## src/rtl/cam_wr_packer.sv

```systemverilog
// Packs camera bytes into 16-bit words for the SDRAM write FIFO and pads each
// frame with PAD_DATA up to a whole number of write bursts.
module cam_wr_packer #(
    parameter int unsigned BURST_LEN   = 256,
    parameter int unsigned LOAD_CYCLES = 4,
    parameter logic [15:0] PAD_DATA    = 16'h0000
) (
    input  logic        CLK,
    input  logic        RESET_N,
    input  logic        ENABLE,
    input  logic        FRAME_START,
    input  logic        FRAME_END,
    input  logic        PIX_VALID,
    input  logic [7:0]  PIX_DATA,
    input  logic        WR_FULL,
    output logic [15:0] WR_DATA,
    output logic        WR,
    output logic        WR_LOAD,
    output logic        FRAME_DONE,
    output logic        OVERFLOW,
    output logic [21:0] WORD_CNT
);
    localparam int unsigned LoadLast = (LOAD_CYCLES > 0) ? LOAD_CYCLES - 1 : 0;
    localparam int unsigned LoadW    = (LoadLast > 0) ? $clog2(LoadLast + 1) : 1;
    localparam logic [21:0] BurstLen = 22'((BURST_LEN > 0) ? BURST_LEN : 1);

    typedef enum logic [2:0] {
        StIdle,
        StArm,
        StLoad,
        StCapture,
        StPad,
        StDone
    } state_e;

    state_e             state_q, state_d;
    logic [LoadW-1:0]   load_cnt_q, load_cnt_d;
    logic               phase_q, phase_d;
    logic [7:0]         byte_q, byte_d;
    logic               wr_q, wr_d;
    logic [15:0]        wr_data_q, wr_data_d;
    logic               overflow_q, overflow_d;
    logic [21:0]        word_cnt_q, word_cnt_d;

    logic               issue;
    logic [15:0]        issue_data;
    logic               cnt_sat;
    logic               burst_aligned;

    assign cnt_sat       = &word_cnt_q;
    assign burst_aligned = (word_cnt_q % BurstLen) == 22'd0;

    always_comb begin
        state_d    = state_q;
        load_cnt_d = load_cnt_q;
        phase_d    = phase_q;
        byte_d     = byte_q;
        wr_d       = 1'b0;
        wr_data_d  = wr_data_q;
        overflow_d = overflow_q;
        word_cnt_d = word_cnt_q;
        issue      = 1'b0;
        issue_data = wr_data_q;

        unique case (state_q)
            StIdle: begin
                if (ENABLE) state_d = StArm;
            end
            StArm: begin
                if (!ENABLE)          state_d = StIdle;
                else if (FRAME_START) state_d = StLoad;
            end
            StLoad: begin
                if (load_cnt_q == LoadW'(LoadLast)) state_d = StCapture;
                else                                load_cnt_d = load_cnt_q + LoadW'(1);
            end
            StCapture: begin
                if (FRAME_START) begin
                    state_d = StLoad;
                end else begin
                    if (PIX_VALID) begin
                        if (phase_q) begin
                            issue      = 1'b1;
                            issue_data = {byte_q, PIX_DATA};
                            phase_d    = 1'b0;
                        end else begin
                            phase_d = 1'b1;
                            byte_d  = PIX_DATA;
                        end
                    end
                    // A byte arriving with FRAME_END is taken first, so the flush
                    // sees the phase after that byte.
                    if (FRAME_END) begin
                        if (phase_d) begin
                            issue      = 1'b1;
                            issue_data = {byte_d, 8'h00};
                            phase_d    = 1'b0;
                        end
                        state_d = StPad;
                    end
                end
            end
            StPad: begin
                if (FRAME_START) begin
                    state_d = StLoad;
                end else if (burst_aligned || cnt_sat) begin
                    state_d = StDone;
                end else if (!WR_FULL) begin
                    issue      = 1'b1;
                    issue_data = PAD_DATA;
                end
            end
            StDone: begin
                state_d = ENABLE ? StArm : StIdle;
            end
            default: begin
                state_d = StIdle;
            end
        endcase

        if (issue) begin
            if (WR_FULL) begin
                overflow_d = 1'b1;
            end else begin
                wr_d      = 1'b1;
                wr_data_d = issue_data;
                if (!cnt_sat) word_cnt_d = word_cnt_q + 22'd1;
            end
        end

        if (state_d == StLoad && state_q != StLoad) begin
            load_cnt_d = '0;
            phase_d    = 1'b0;
            overflow_d = 1'b0;
            word_cnt_d = '0;
            wr_d       = 1'b0;
        end
    end

    always_ff @(posedge CLK or negedge RESET_N) begin
        if (!RESET_N) begin
            state_q    <= StIdle;
            load_cnt_q <= '0;
            phase_q    <= 1'b0;
            byte_q     <= 8'h00;
            wr_q       <= 1'b0;
            wr_data_q  <= 16'h0000;
            overflow_q <= 1'b0;
            word_cnt_q <= '0;
        end else begin
            state_q    <= state_d;
            load_cnt_q <= load_cnt_d;
            phase_q    <= phase_d;
            byte_q     <= byte_d;
            wr_q       <= wr_d;
            wr_data_q  <= wr_data_d;
            overflow_q <= overflow_d;
            word_cnt_q <= word_cnt_d;
        end
    end

    assign WR         = wr_q;
    assign WR_DATA    = wr_data_q;
    assign WR_LOAD    = (state_q == StLoad);
    assign FRAME_DONE = (state_q == StDone);
    assign OVERFLOW   = overflow_q;
    assign WORD_CNT   = word_cnt_q;

endmodule

```

## config.mk

```make
export PLATFORM = sky130hd
export DESIGN_NAME = cam_wr_packer
export DESIGN_NICKNAME = d
export VERILOG_FILES = /design/src/rtl/cam_wr_packer.sv
export SDC_FILE = /design/constraint.sdc
export NUM_CORES = 1
export LEC_CHECK = 0
export BUFFER_PORTS_ARGS = -buffer_cell sky130_fd_sc_hd__buf_2
export CORE_MARGIN = 3
export CORE_UTILIZATION = 60
export CTS_CLUSTER_DIAMETER = 40
export DETAILED_ROUTE_END_ITERATION = 6
export PLACE_DENSITY = 0.88
export SLEW_MARGIN = 10
export SYNTH_ARGS = -nofsm -noshare
export SYNTH_HDL_FRONTEND = slang
export SYNTH_SLANG_ARGS = --single-unit
```

## constraint.sdc

```tcl
create_clock -name CLK -period 3.2 [get_ports CLK]
set_input_delay 0.32 -clock CLK [delete_from_list [all_inputs] [get_ports CLK]]
set_output_delay 0.32 -clock CLK [all_outputs]
set_load 0.01 [all_outputs]
```

* Yosys cells after proc, flatten, opt, wreduce, memory -nomap -nowiden
Index checks and enable logic that the tools add are counted.
Word-level totals: logic and storage cells 92, memories kept 0, RAM bits 0, bits in registers 54, memory bits (read-only) 0, output and inout port bits 42, bits in latches 0, input port bits 15
Cells by class: muxes and demuxes 49, equality and inequality tests 15, multiply operators 0, reductions and logical operators 16, $lt $le $gt $ge 0, div/mod/pow operators 0, bitwise logic cells 2, shift-type cells 0, add/subtract/negate cells 2
Operator list (number):
- 2-to-1 mux 16 bit | 7
- 2-to-1 mux 22 bit | 4
- one-hot mux 16 bit (2 select lines) | 1
- 2-to-1 mux 3 bit | 8
- adder 22 x 1 -> 22 bit, second input constant | 1
- zero test 22 bit | 1
- 2-to-1 mux 1 bit | 22
- AND reduction 22 bit | 1
- one-hot mux 3 bit (6 select lines) | 1
- 2-to-1 mux 8 bit | 2
- nonzero test 2 bit | 5
- equality test 3 x 2 -> 1 bit, second input constant | 3
- inequality test 2 x 1 -> 1 bit, second input constant | 4
- AND reduction 2 bit | 4
- equality test 3 bit, second input constant | 2
- 2-to-1 mux 2 bit | 3
- inequality test 2 bit, second input constant | 3
- AND reduction 6 bit | 1
- equality test 3 x 1 -> 1 bit, second input constant | 1
- zero test 3 bit | 1
- inequality test 3 x 2 -> 1 bit, second input constant | 1
- AND reduction 3 bit | 1
- adder 2 x 1 -> 2 bit, second input constant | 1
- equality test 2 bit, second input constant | 1
- 4 further kinds | 5

* Logic depth before layout (Yosys ltp)
depth after elaboration 10, mapped depth 9, mapped depth without buffers 7

* Worst setup path after synthesis
Ideal clock, no wire load.
path type flip-flop to flip-flop, from reg word_cnt_q[0], in the netlist WORD_CNT[0], to reg word_cnt_q[11], in the netlist WORD_CNT[11], data required time 3.121 ns, slack 0.983 ns, stages on the path, launching flop included 10, arrival time 2.138 ns, path buffers 3, library setup time 0.079 ns, clock period less this slack 2.217 ns, path through dfrtp_1 -> ha_1 -> and3_1 -> and3_1 -> clkbuf_2 -> and4_1 -> buf_2 -> buf_2 -> nor4_1 -> mux2i_1
Between the ends: cells in the longest elaborated chain, start to end 9, elaborated cells between the ends (all ways) 20, classes of those cells add/sub (1); eq/ne (3); mux (10); reduce/logical (6)
RTL lines:
- start, declared | line 43 | logic [21:0] word_cnt_q, word_cnt_d;
- start signal, assigned | line 158 | word_cnt_q <= word_cnt_d;
- zero test 22 bit / AND reduction 22 bit (equally long branches) | line 51, 50
- logical OR 1 bit | line 106 | end else if (burst_aligned || cnt_sat) begin
- 2-to-1 mux 3 bit | line 106
- 2-to-1 mux 3 bit | line 104 | if (FRAME_START) begin
- one-hot mux 3 bit (6 select lines) | line 65 | unique case (state_q)
- equality test 3 x 2 -> 1 bit | line 131 | if (state_d == StLoad && state_q != StLoad) begin
- logical AND 1 bit | line 131
- inequality test 2 x 1 -> 1 bit (no line) / nonzero test 2 bit (equally long branches)
- AND reduction 3 bit (no line)
Several ways; a longest one is shown, not always the timed one. The select of a mux whose other input is x is not followed. A chain may end at the register's enable or synchronous reset.

* Final worst setup path
from reg state_q[0], to reg word_cnt_q[5], in the netlist WORD_CNT[5]
Between the ends: cells in the longest elaborated chain, start to end 7, elaborated cells between the ends (all ways) 24, classes of those cells eq/ne (9); mux (11); reduce/logical (4)
RTL lines:
- start, declared | line 36 | state_e state_q, state_d;
- start signal, assigned | line 142 | state_q <= StIdle;
- start signal, assigned | line 151 | state_q <= state_d;
- 2-to-1 mux 3 bit (on tied branches) | line 106, 71, 93
- 2-to-1 mux 3 bit (on tied branches) | line 104, 70, 78
- one-hot mux 3 bit (6 select lines) | line 65
- equality test 3 x 2 -> 1 bit | line 131
- logical AND 1 bit | line 131
- inequality test 2 x 1 -> 1 bit (no line) / nonzero test 2 bit (equally long branches)
- AND reduction 3 bit (no line)
Several ways; a longest one is shown, not always the timed one.

==> run metrics <==
status finished, final reports clean; Die ar. 5920 sq um; Die X 77.0 um; Avg Cell Area, Syn 9.94 sq um; initial antenna violation count 0; Syn-to-layout area delta 14.0%; Seq/Total Area, Yosys 44.7%; # diodes 0; vias in the first global route 2,533; Crit. End Element register; H-tree depth 2; max cap viols 0; hold buffer count at CTS 0; Clock Skew 0.00761 ns; Clock Pin Slew Worst Setup and Hold Paths 0.10 ns; worst path cell trace nor3b_2 > a32oi_1 > nor2_1 > a21oi_1; Pwr Density 589 nW/um^2; CTS root buf clkbuf_8; Leak 1.58 nW; Max IR drop VDD 0.342 mV; share of cells above drive strength 1 24.9%; Via density 6.18; IO Pins 57; Peak Freq 0.403 GHz; grt ovf 0; Fin. Hold Viols 0; final worst slack 0.721 ns; clock sink count 54; 1st-pass router iterations 4; fin nets 373; port bufs 56; Least-Margin Pin Slew 1.15 ns; dominant cells by area after synthesis dfrtp_1 (45%), o21ai_0 (4.3%), nand2_1 (3.7%), mux2_2 (3.4%), or4_1 (3.0%); worst hold path class input pin to asynchronous set/reset pin; Primary FF master, synth dfrtp_1; Synth top area share 44.7%; Max FO, Critical Path 16; total negative slack 0 ns; Req. time, crit path 3.35 ns; Yosys top cell by area dfrtp_1; Vias 2,603; dpl ws 0.770 ns; synth warn 0; #FFs+latches synth 54; Rel. slew slack 22.6%; Post-synth EDFFs 0; Worst-Skew Late Latency 0.31 ns; top cells by count, synth dfrtp_1 (54), nand2_1 (30), o21ai_0 (26), a21oi_1 (15), or4_1 (12); RSZ-0062 raised after global routing false; Synth Instances 304; 1st-iter DRT viols 229; # DRC 0; Final ANT Viol Nets 0; Final setup viols 0; Initial Utilization 63.1%; maximum number of pins on one net before global-route repair 32; gpl congestion 0.828; CORE AREA 4790 sq um; post-synth net total 324; first-pass GRT wire length 12.0 mm; CTS tree yes; crit path time final 2.48 ns; TritonCTS buffer count 5; FP Rows 25; most common cell in the netlist dfrtp_1; Final Max Tran Viols 0; dpl hpwl 4.98 mm; ys async rst share 100%; Die Y 77.0 um; CTS resizes 0; Post-Syn Area 3020 sq um; critical path class register to register; fin crit share 77.5%; CP max-delay cell nor2_1; Unique masters post-synth 52; Max clock buf depth 2; DRT Wirelength 7.10 mm; postcts setup bufs 0; drt wl/cell 16.9 um; CP Launch Type register; CP max stage delay 0.93 ns; GRT Resource Usage Total 25.0%; worst path arrival time 2.63 ns
cells by family after synthesis:
kind of cell | count (synthesis) | share of synthesized area [%]
buffers and inverters | 30 | 4.68
AOI/OAI and AO/OA | 98 | 22.4
DFF | 54 | 44.7
adders and majority gates | 5 | 2.07
and+or+nand+nor | 100 | 20.1
muxes | 17 | 6.00
path summary, 6_finish.rpt:
path	from	endpoint	slack [ns]	cells after the start
setup / recovery	state_q[0]	WORD_CNT[5]	0.72	4
hold / removal	RESET_N	WORD_CNT[6]	0.03	1
setup reg to reg	state_q[0]	WORD_CNT[5]	0.72	4
hold reg to reg	load_cnt_q[1]	load_cnt_q[1]	0.51	1
max in group asynchronous	RESET_N	WR_DATA[2]	2.39	2
min in group CLK	PIX_DATA[5]	WR_DATA[5]	0.23	3
where the power goes:
| group | internal, W | leakage [nW] | switching [W] |
|---|---|---|---|
| Clock | 0.000258 | 0.0618 | 0.000238 |
| Combinational | 0.000298 | 0.828 | 0.000329 |
| Sequential | 0.000793 | 0.687 | 0.000113 |
| Total | 0.00135 | 1.58 | 0.000680 |
worst max-delay path: cells and delay by family (launching register included):
kind	cells	cell delay, ns
AND/OR/NAND/NOR	2	1.33
AO/OA/AOI/OAI	2	0.43
flip-flops	1	0.55
cell type report:
class	count	area, sq um
multi-input combinational	220	1530
sequential	54	1350
fill	364	1340
timing repair buffer	61	318
tap	67	83.8
clock buffer	6	82.6
inverter	11	41.3
clock inverter	2	38.8
metrics by stage:
step | hold WS (ns) | instances | instance area [sq um] | power, W | utilization (%)
finish | 0.0259 | 421 | 3440 | 0.00203 | 72.0
global route | 0.0421 | 421 | 3440 | 0.00214 | 72.0
CTS | 0.0466 | 421 | 3440 | 0.00203 | 72.0
detailed placement | 0.389 | 413 | 3320 | 0.00153 | 69.4
global placement | 0.385 | 413 | 3320 | 0.00151 | 69.4
floorplan | 0.0244 | 304 | 3020 | 0.00136 | -
layer usage:
metal  GRT usage [%]  vias to the layer above  routed length (um)
li1                -                     1245                   -
met1            33.7                     1275                3160
met2            40.9                       71                3530
met3            4.46                       12                 304
met4            8.51                        0                 104
met5               0                        -                   0
registers in the layout (all words and copies together) (netlist names):
signal,count
WR_DATA,16
OVERFLOW,1
WR,1
byte_q,8
WORD_CNT,22
state_q,3
load_cnt_q,2
phase_q,1
placed cells by master (no fill, tap or decap), drive strengths merged, types with 5 or more instances in the layout:
cell type and n:
buf 61, dfrtp 54, nand2 30, o21ai 26
a21oi 15, or4 12, o31ai 11, inv 11
a22o 10, nand3 9, mux2 9, mux2i 8
a22oi 8, a2bb2oi 8, nor2 7, nand4 6
clkbuf 6, nand2b 5, ha 5
Note: power is estimated with default switching activity, not from simulation.
